==> config.mk <==
export PLATFORM = sky130hd
export DESIGN_NAME = front_pipe_regs
export DESIGN_NICKNAME = d
export VERILOG_FILES = /design/src/rtl/front_pipe_regs_pkg.sv /design/src/rtl/front_pipe_regs_pipe_reg.sv /design/src/rtl/front_pipe_regs.sv
export SDC_FILE = /design/constraint.sdc
export NUM_CORES = 1
export LEC_CHECK = 0
export CAP_MARGIN = 20
export CORE_AREA = 10 10 173 175
export DETAILED_ROUTE_END_ITERATION = 12
export DIE_AREA = 0 0 183 185
export PLACE_DENSITY = 0.77
export SETUP_SLACK_MARGIN = 0.15
export SLEW_MARGIN = 40
export SYNTH_ARGS = -nofsm -noshare
export SYNTH_HDL_FRONTEND = slang
export SYNTH_SLANG_ARGS = --single-unit
==> constraint.sdc <==
create_clock -name clk_i -period 16.9 [get_ports clk_i]
set_clock_uncertainty 0.1 [all_clocks]
set_input_delay 3.38 -clock clk_i [delete_from_list [all_inputs] [get_ports clk_i]]
set_output_delay 3.38 -clock clk_i [all_outputs]
set_load 0.005 [all_outputs]
==> src/rtl/front_pipe_regs_pkg.sv <==
// -----------------------------------------------------------------------------
// front_pipe_regs_pkg
// Shared constants for the front half (PC, IF/ID, ID/EX) of the 5-stage MIPS
// pipeline: control-bundle layout, nop encoding, reset PC and instruction
// field helpers.
// -----------------------------------------------------------------------------
package front_pipe_regs_pkg;

    // Control bundle layout, MSB first:
    // RegWrite, MemtoReg, Branch, MemRead, MemWrite, RegDst, ALUSrc, ALUOp[2:0]
    localparam int CTRL_BUNDLE_W = 10;
    localparam int REGWRITE_IDX  = 9;
    localparam int MEMTOREG_IDX  = 8;
    localparam int BRANCH_IDX    = 7;
    localparam int MEMREAD_IDX   = 6;
    localparam int MEMWRITE_IDX  = 5;
    localparam int REGDST_IDX    = 4;
    localparam int ALUSRC_IDX    = 3;
    localparam int ALUOP_MSB     = 2;
    localparam int ALUOP_LSB     = 0;

    // sll $0,$0,0 encodes as all zeros, so a cleared register is a nop.
    localparam logic [31:0] NOP_INSTR    = 32'h0000_0000;
    localparam logic [31:0] RESET_PC_DEF = 32'h0000_0000;
    localparam logic [31:0] PC_STEP      = 32'd4;

    // Register-number fields of an R/I-type instruction.
    function automatic logic [4:0] instr_rs(input logic [31:0] instr);
        return instr[25:21];
    endfunction

    function automatic logic [4:0] instr_rt(input logic [31:0] instr);
        return instr[20:16];
    endfunction

    function automatic logic [4:0] instr_rd(input logic [31:0] instr);
        return instr[15:11];
    endfunction

endpackage

==> src/rtl/front_pipe_regs_pipe_reg.sv <==
// -----------------------------------------------------------------------------
// pipe_reg
// Generic W-bit pipeline register.
//   clk_i  : clock, rising edge
//   rst_i  : asynchronous active-high reset, loads RST_VAL
//   en_i   : load enable
//   clr_i  : synchronous clear to zero, takes priority over en_i
//   d_i    : next data
//   q_o    : registered data
// -----------------------------------------------------------------------------
module pipe_reg #(
    parameter int           W       = 32,
    parameter logic [W-1:0] RST_VAL = '0
) (
    input  logic         clk_i,
    input  logic         rst_i,
    input  logic         en_i,
    input  logic         clr_i,
    input  logic [W-1:0] d_i,
    output logic [W-1:0] q_o
);

    logic [W-1:0] data_q;
    logic [W-1:0] data_d;

    always_comb begin
        data_d = data_q;
        if (clr_i) begin
            data_d = '0;
        end else if (en_i) begin
            data_d = d_i;
        end
    end

    always_ff @(posedge clk_i or posedge rst_i) begin
        if (rst_i) begin
            data_q <= RST_VAL;
        end else begin
            data_q <= data_d;
        end
    end

    assign q_o = data_q;

endmodule

==> src/rtl/front_pipe_regs.sv <==
// -----------------------------------------------------------------------------
// front_pipe_regs
// Sequential state of the front half of the 5-stage MIPS pipeline: PC register,
// IF/ID register and ID/EX register, driven by the hazard unit's PCWrite,
// IF/ID write, IF/ID flush and ID/EX flush controls. Also counts load-use stall
// cycles and IF/ID flush events (both saturating).
//
// Ports
//   clk_i, rst_i              clock, asynchronous active-high reset
//   pc_next_i                 next PC (PC+4 or branch target)
//   instr_i                   instruction memory output for pc_o
//   pc_write_i                PC load enable
//   write_ifid_i              IF/ID load enable
//   flush_ifid_i              IF/ID flush (wins over write_ifid_i)
//   flush_idex_i              ID/EX bubble insert
//   ctrl_id_i, rs_data_id_i,
//   rt_data_id_i, imm_id_i    ID-stage control bundle and operands
//   pc_o                      current PC
//   pc4_ifid_o, instr_ifid_o,
//   valid_ifid_o              IF/ID contents
//   ctrl_idex_o, memread_idex_o, pc4_idex_o, rs_data_idex_o, rt_data_idex_o,
//   imm_idex_o, rs_idex_o, rt_idex_o, rd_idex_o, valid_idex_o
//                             ID/EX contents
//   stall_cnt_o, flush_cnt_o  performance counters
// -----------------------------------------------------------------------------
module front_pipe_regs
    import front_pipe_regs_pkg::*;
#(
    parameter logic [31:0] RESET_PC    = RESET_PC_DEF,
    parameter int          CTRL_W      = CTRL_BUNDLE_W,
    parameter int          MEMREAD_BIT = MEMREAD_IDX,
    parameter int          CNT_W       = 16
) (
    input  logic              clk_i,
    input  logic              rst_i,
    input  logic [31:0]       pc_next_i,
    input  logic [31:0]       instr_i,
    input  logic              pc_write_i,
    input  logic              write_ifid_i,
    input  logic              flush_ifid_i,
    input  logic              flush_idex_i,
    input  logic [CTRL_W-1:0] ctrl_id_i,
    input  logic [31:0]       rs_data_id_i,
    input  logic [31:0]       rt_data_id_i,
    input  logic [31:0]       imm_id_i,
    output logic [31:0]       pc_o,
    output logic [31:0]       pc4_ifid_o,
    output logic [31:0]       instr_ifid_o,
    output logic              valid_ifid_o,
    output logic [CTRL_W-1:0] ctrl_idex_o,
    output logic              memread_idex_o,
    output logic [31:0]       pc4_idex_o,
    output logic [31:0]       rs_data_idex_o,
    output logic [31:0]       rt_data_idex_o,
    output logic [31:0]       imm_idex_o,
    output logic [4:0]        rs_idex_o,
    output logic [4:0]        rt_idex_o,
    output logic [4:0]        rd_idex_o,
    output logic              valid_idex_o,
    output logic [CNT_W-1:0]  stall_cnt_o,
    output logic [CNT_W-1:0]  flush_cnt_o
);

    localparam int IFID_W = 1 + 32 + 32;
    localparam int IDEX_W = CTRL_W + 1 + 4 * 32 + 3 * 5;

    function automatic logic [CNT_W-1:0] sat_inc(input logic [CNT_W-1:0] v);
        return (&v) ? v : v + {{(CNT_W-1){1'b0}}, 1'b1};
    endfunction

    // ---------------- PC stage ----------------
    pipe_reg #(
        .W       (32),
        .RST_VAL (RESET_PC)
    ) u_pc (
        .clk_i (clk_i),
        .rst_i (rst_i),
        .en_i  (pc_write_i),
        .clr_i (1'b0),
        .d_i   (pc_next_i),
        .q_o   (pc_o)
    );

    // ---------------- IF/ID stage ----------------
    // Clearing the whole group on flush yields instr = NOP_INSTR, pc4 = 0,
    // valid = 0. The PC+4 adder wraps naturally modulo 2^32.
    logic [IFID_W-1:0] ifid_d;
    logic [IFID_W-1:0] ifid_q;
    logic [31:0]       pc4_if;

    assign pc4_if = pc_o + PC_STEP;
    assign ifid_d = {1'b1, pc4_if, instr_i};

    pipe_reg #(
        .W       (IFID_W),
        .RST_VAL ({1'b0, 32'h0, NOP_INSTR})
    ) u_ifid (
        .clk_i (clk_i),
        .rst_i (rst_i),
        .en_i  (write_ifid_i),
        .clr_i (flush_ifid_i),
        .d_i   (ifid_d),
        .q_o   (ifid_q)
    );

    assign valid_ifid_o = ifid_q[64];
    assign pc4_ifid_o   = ifid_q[63:32];
    assign instr_ifid_o = ifid_q[31:0];

    // ---------------- ID/EX stage ----------------
    // Loads every cycle; a flush inserts an all-zero bubble, so every control
    // bit (notably RegWrite/MemWrite/MemRead) is deasserted.
    logic [IDEX_W-1:0] idex_d;
    logic [IDEX_W-1:0] idex_q;

    assign idex_d = {ctrl_id_i,
                     valid_ifid_o,
                     pc4_ifid_o,
                     rs_data_id_i,
                     rt_data_id_i,
                     imm_id_i,
                     instr_rs(instr_ifid_o),
                     instr_rt(instr_ifid_o),
                     instr_rd(instr_ifid_o)};

    pipe_reg #(
        .W       (IDEX_W),
        .RST_VAL ('0)
    ) u_idex (
        .clk_i (clk_i),
        .rst_i (rst_i),
        .en_i  (1'b1),
        .clr_i (flush_idex_i),
        .d_i   (idex_d),
        .q_o   (idex_q)
    );

    assign {ctrl_idex_o,
            valid_idex_o,
            pc4_idex_o,
            rs_data_idex_o,
            rt_data_idex_o,
            imm_idex_o,
            rs_idex_o,
            rt_idex_o,
            rd_idex_o} = idex_q;

    assign memread_idex_o = ctrl_idex_o[MEMREAD_BIT];

    // ---------------- Performance counters ----------------
    // A load-use stall is PC and IF/ID both frozen with no IF/ID flush.
    logic             stall_evt;
    logic [CNT_W-1:0] stall_cnt_q;
    logic [CNT_W-1:0] stall_cnt_d;
    logic [CNT_W-1:0] flush_cnt_q;
    logic [CNT_W-1:0] flush_cnt_d;

    assign stall_evt = ~pc_write_i & ~write_ifid_i & ~flush_ifid_i;

    always_comb begin
        stall_cnt_d = stall_cnt_q;
        flush_cnt_d = flush_cnt_q;
        if (stall_evt) begin
            stall_cnt_d = sat_inc(stall_cnt_q);
        end
        if (flush_ifid_i) begin
            flush_cnt_d = sat_inc(flush_cnt_q);
        end
    end

    always_ff @(posedge clk_i or posedge rst_i) begin
        if (rst_i) begin
            stall_cnt_q <= '0;
            flush_cnt_q <= '0;
        end else begin
            stall_cnt_q <= stall_cnt_d;
            flush_cnt_q <= flush_cnt_d;
        end
    end

    assign stall_cnt_o = stall_cnt_q;
    assign flush_cnt_o = flush_cnt_q;

endmodule

==> results of run 1 <==
==> synth_stat cells (3+ instances only) <==
cell / n / area (µm²)
dfrtp_1: 283 / 7080
nor2b_1: 154 / 963
nor2_1: 77 / 289
clkbuf_1: 35 / 131
mux2i_1: 35 / 350
mux2_2: 32 / 360
xor2_1: 32 / 280
a211oi_1: 26 / 195
xnor2_1: 21 / 184
nand3_1: 20 / 100
nand2_1: 18 / 67.6
nand4_1: 15 / 93.8
and3_1: 10 / 62.6
inv_1: 6 / 22.5
or3_1: 6 / 37.5
nor3_1: 5 / 25.0
o21ai_0: 5 / 25.0
and4_1: 4 / 35.0
a311oi_1: 3 / 26.3
ha_1: 3 / 37.5
==> registers in the layout, indices dropped and copies added (netlist names) <==
register	flops
u_idex.q_o	154
u_ifid.q_o	65
u_pc.q_o	32
flush_cnt_o	16
stall_cnt_o	16
==> final cells by class <==
| cell class | count | area share [%] |
|---|---|---|
| Timing Repair Buffer | 466 | 28.0 |
| Tap cell | 341 | 2.56 |
| Inverter | 6 | 0.210 |
| Sequential cell | 283 | 42.5 |
| Antenna cell | 1 | 0.0150 |
| Multi-Input combinational cell | 484 | 20.0 |
| Clock inverter | 15 | 1.45 |
| Clock buffer | 41 | 5.30 |
==> where the power goes <==
| part | internal, mW | leakage [nW] | total, mW | switching, mW |
|---|---|---|---|---|
| clock | 0.457 | 0.538 | 0.724 | 0.267 |
| combinational | 0.163 | 3.03 | 0.263 | 0.100 |
| sequential | 0.728 | 3.67 | 0.776 | 0.0478 |
| total | 1.35 | 7.24 | 1.76 | 0.415 |
==> routing by layer <==
metal / vias to the layer above / global-route usage (%) / part of all wire, %
met5: - / 0 / 0
met4: 0 / 6.59 / 3.1
met3: 60 / 6.97 / 9.1
met1: 3807 / 21.8 / 37
li1: 3630 / - / -
met2: 313 / 34.7 / 51
==> metrics by stage <==
| step | instances | utilization [%] |
|---|---|---|
| 2_1_floorplan | 814 | - |
| 3_3_place_gp | 1578 | 58.3 |
| 3_5_place_dp | 1579 | 58.4 |
| 4_1_cts | 1635 | 62.6 |
| 5_1_grt | 1636 | 62.7 |
| 6_report | 1637 | 62.7 |
==> kinds of logic (layout without fill, tap and decap cells) <==
group	count (synthesis)	count (layout)	synth area share, %
simple gates	319	319	17.0
fa+ha+maj	3	3	0.354
mux	67	67	6.70
xor+xnor	53	53	4.37
buf+inv	47	528	1.87
compound gates	42	42	2.95
flops	283	283	66.7
other cells	0	1	0
==> worst max path at each step <==
stage | to | cells after the start
finish | pc_o[9] | 1
global route | flush_cnt_o[13] | 7
CTS | pc_o[16] | 1
detailed placement | flush_cnt_o[13] | 7
global placement | u_pc.q_o[14] | 3
floorplan | flush_cnt_o[0] | 1
==> impl_metrics.toml, run 1 <==
[floorplan]
fp.dieW_um = 183
start_util_pct = 39.9
die_h_um = 185
ios = 460
die-area_um2 = 33900
core_um2 = 26600
rows = 60

[sta]
holdWs_ns = 0.388
worst_pin_slew_ns = 0.799
worst_slack_ns = 11.80
fin_crit_ns = 5.10
hold_viol_final = 0
setup_tns_ns = 0
fmax_mhz = 196
setup_viol = 0
finalCritPeriodShare_pct = 30.2
slew_headroom_pct = 46.7
slew_violations = 0
rsz0062_at_grt = "no"

[run]
maxCapViolCount = 0

[critical_path]
cp_top_family = "buffers and inverters"
timing.rr.end = "flush_cnt_o[1]"
cp_num_buf_inv = 1
path_class = "register to output pin"
r2r_start = "flush_cnt_o[0]"
rr_worst_depth = 4
startpoint = "u_pc.q_o[9]"
rrSetupSlack_ns = 14.68
crit_path_top_delay_cell = "clkdlybuf4s50_1"
endpoint_kind = "output pin"
crit_chain = "clkdlybuf4s50_1"
crit_required_ns = 13.42
startpoint_type = "register"
cp_slowest_stage_delay_ns = 0.57
critPathMaxFanout = 7
cp.arrival_ns = 1.62

[global_route]
grt_pass1_vias = 8143
antenna_found_initial = 1
grt_usage_pct = 19.7
grt_first_pass_wirelength_um = 51500
grt-ovfl-total = 0
grt_max_degree = 135

[routing]
drt_pass1_iterations = 4
totalWireLength_um = 34400
ant_nets = 0
drc = 0
avgViaCountPerCell = 4.77
post_drt_wl_per_cell_um = 21.0
vias = 7810
drtIter0Drc = 478

[worst_hold_path]
hp-start = "flush_cnt_o[15]"
hp-class = "register to register"
min_path_cells = 1
min_to = "flush_cnt_o[15]"

[placed_design]
place_congestion = 0.833
postPlaceCellArea_um2 = 15500
hpwl_um = 25900
numPortBuffers = 459
preCtsSetupSlack_ns = 11.30

[synth]
ys_warn_count = 0
syn_inst = 814
async_flop_share_pct = 100
syn_area_um2 = 10600
seq_area_frac_synth_pct = 66.7
yosysUniqueCellTypes = 37
avgSynthCellArea_um2 = 13.0
synth_edf_count = 0
ys.flop_type = "dfrtp_1"
synth_nets = 993
synth-seq-cells = 283

[clock_tree]
cts_buffers = 30
cts_buffer_depth = 3
clock-root-buffer = "clkbuf_16"
postCtsSetupBuffers = 0
ctsResizeCount = 0
htree_levels = 1
clk_pin_slew_worst_paths_ns = 0.06
clk-insertion-delay-late_ns = 0.55
clock-sinks = 283
cts_tree = "built"
ctsHoldBuffers = 0

[pwr]
power.density_nw_per_um2 = 106
p_leak_nw = 7.24
finalPower_mw = 1.76
peakVddDrop_uv = 93.9

[cells_and_area]
design_area_um2 = 16700
fillers = 2077
multi_input_area_um2 = 3330
layout_commonest_cell = "clkdlybuf4s50_1"
final_nets = 1450
syn_to_final_growth_pct = 57.1
layout-drive-gt1-share_pct = 8.03
register_area_um2 = 7080
layout_common_cells = "clkdlybuf4s50_1 (455), dfrtp_1 (283), nor2b_1 (154)"

[outcome]
status = "completed"
No activity file was read; power rests on OpenSTA's default activity.
==> run 2, diff against run 1 <==
- CORE_AREA: 10 10 173 175 -> default
- CORE_MARGIN: default -> 10
- CORE_UTILIZATION: default -> 42
- DIE_AREA: 0 0 183 185 -> default
- PLACE_DENSITY: 0.77 -> 0.8
- clock period: 16.9 -> 5.2 ns (I/O delays scaled with it)
==> run 2 against run 1 <==
  * Clock power grew to 2.8 times the previous value
  * First-iteration DRC count shrank 8.8%
  * Highest routed layer unchanged
  * Routed wire length grew 2.2%
  * Sequential cell count is the same
  * Total power grew to 3.1 times the previous value
  * Critical path type unchanged
  * Die area shrank 5.4%
  * Count of clock-buffer cells in the layout grew 2
  * Non-clock buffer count is the same
==> impl_metrics.toml, run 2 (synthesis results as in run 1) <==
[global_route]
grt_pass1_vias = 8350
grt_max_degree = 122
grt_first_pass_wirelength_um = 51600
grt_usage_pct = 21.0
antenna_found_initial = 2
grt-ovfl-total = 0

[critical_path]
cp.arrival_ns = 1.63
crit_required_ns = 4.06
r2r_start = "flush_cnt_o[0]"
startpoint = "u_pc.q_o[9]"
cp_top_family = "buffers and inverters"
cp_slowest_stage_delay_ns = 0.58
endpoint_kind = "output pin"
startpoint_type = "register"
cp_num_buf_inv = 1
crit_path_top_delay_cell = "clkdlybuf4s50_1"
critPathMaxFanout = 7
crit_chain = "clkdlybuf4s50_1"
path_class = "register to output pin"

[clock_tree]
clock-root-buffer = "clkbuf_16"
ctsHoldBuffers = 0
clock-sinks = 283
htree_levels = 1
clk-insertion-delay-late_ns = 0.55
cts_buffers = 31
cts_tree = "built"
clk_pin_slew_worst_paths_ns = 0.06
ctsResizeCount = 0
cts_buffer_depth = 3
postCtsSetupBuffers = 0

[sta]
fmax_mhz = 361
fin_crit_ns = 2.77
worst_pin_slew_ns = 0.808
setup_tns_ns = 0
setup_viol = 0
slew_headroom_pct = 46.1
finalCritPeriodShare_pct = 53.3
hold_viol_final = 0
rsz0062_at_grt = "no"
slew_violations = 0

[routing]
ant_nets = 0
drtIter0Drc = 436
vias = 7873
post_drt_wl_per_cell_um = 21.6
totalWireLength_um = 35200
avgViaCountPerCell = 4.84
drt_pass1_iterations = 6
drc = 0

[placed_design]
hpwl_um = 26400
numPortBuffers = 459
place_congestion = 0.834
dpl.cell_count = 1569

[pwr]
p_sw_mw = 1.35
p_leak_nw = 7.16
seqPwrFrac_pct = 46.7
power.density_nw_per_um2 = 328
swShare_pct = 25.0
p_int_mw = 4.05
clock_power_share_pct = 37.4
combPwrFrac_pct = 15.9
peakVddDrop_uv = 228

[cells_and_area]
final_nets = 1451
syn_to_final_growth_pct = 55.1
largest_reg_flops = 154
layout_commonest_cell = "clkdlybuf4s50_1"
layout_common_cells = "clkdlybuf4s50_1 (455), dfrtp_1 (283), nor2b_1 (154)"
post-route-util_pct = 65.8
layout-drive-gt1-share_pct = 7.64
fin_cells = 1627

[floorplan]
ios = 460
fp.dieW_um = 179
rows = 58
core_um2 = 25000
die_h_um = 179
start_util_pct = 42.4
die-area_um2 = 32000

[worst_hold_path]
hp-class = "register to register"
hp-start = "flush_cnt_o[15]"

[outcome]
status = "completed"

[run]
maxCapViolCount = 0
-- run 2: path summary, 6_finish.rpt --
path | end | slack [ns] | depth (start not counted)
hold reg to reg | flush_cnt_o[15] | 0.39 | 1
setup reg to reg | flush_cnt_o[1] | 2.95 | 4
min in group asynchronous | u_idex.q_o[147] | 0.77 | 2
setup / recovery | pc_o[9] | 2.43 | 1
max in group asynchronous | u_idex.q_o[35] | 3.24 | 3
hold / removal | flush_cnt_o[15] | 0.39 | 1
-- run 2: metal layers --
metal | vias to the layer above | wire [µm] | track usage [%]
li1 | 3613 | - | -
met2 | 299 | 18400 | 38.0
met4 | 0 | 1150 | 7.82
met5 | - | 0 | 0
met1 | 3893 | 12000 | 21.8
met3 | 68 | 3630 | 7.69
-- run 2: layout make-up --
class | count | area [µm²]
timing repair buffer | 466 | 4670
tap | 330 | 413
fill | 1884 | 8570
clock inverter | 13 | 77.6
multi-input combinational | 484 | 3330
antenna | 2 | 5.00
clock buffer | 43 | 861
sequential | 283 | 7080
inverter | 6 | 26.3
-- run 2: per-stage QoR --
stage                     worst slack, ns  total power [mW]  instance area [µm²]  hold WS, ns
after floorplan                     0.311              2.83                10600        0.378
after global placement               1.88              3.40                15500        0.381
after detailed placement             1.88              3.43                15500        0.389
after CTS                            2.40              5.47                16500        0.398
after global routing                 2.25              5.64                16500        0.432
final                                2.43              5.40                16500        0.391
-- run 2: power by group through the flow --
stage | logic, mW | registers [mW] | clock network [mW]
4_1_cts | 0.876 | 2.52 | 2.07
3_5_place_dp | 0.868 | 2.56 | 0
2_1_floorplan | 0.280 | 2.55 | 0
6_report | 0.858 | 2.52 | 2.02
3_3_place_gp | 0.851 | 2.55 | 0
5_1_grt | 0.927 | 2.55 | 2.17
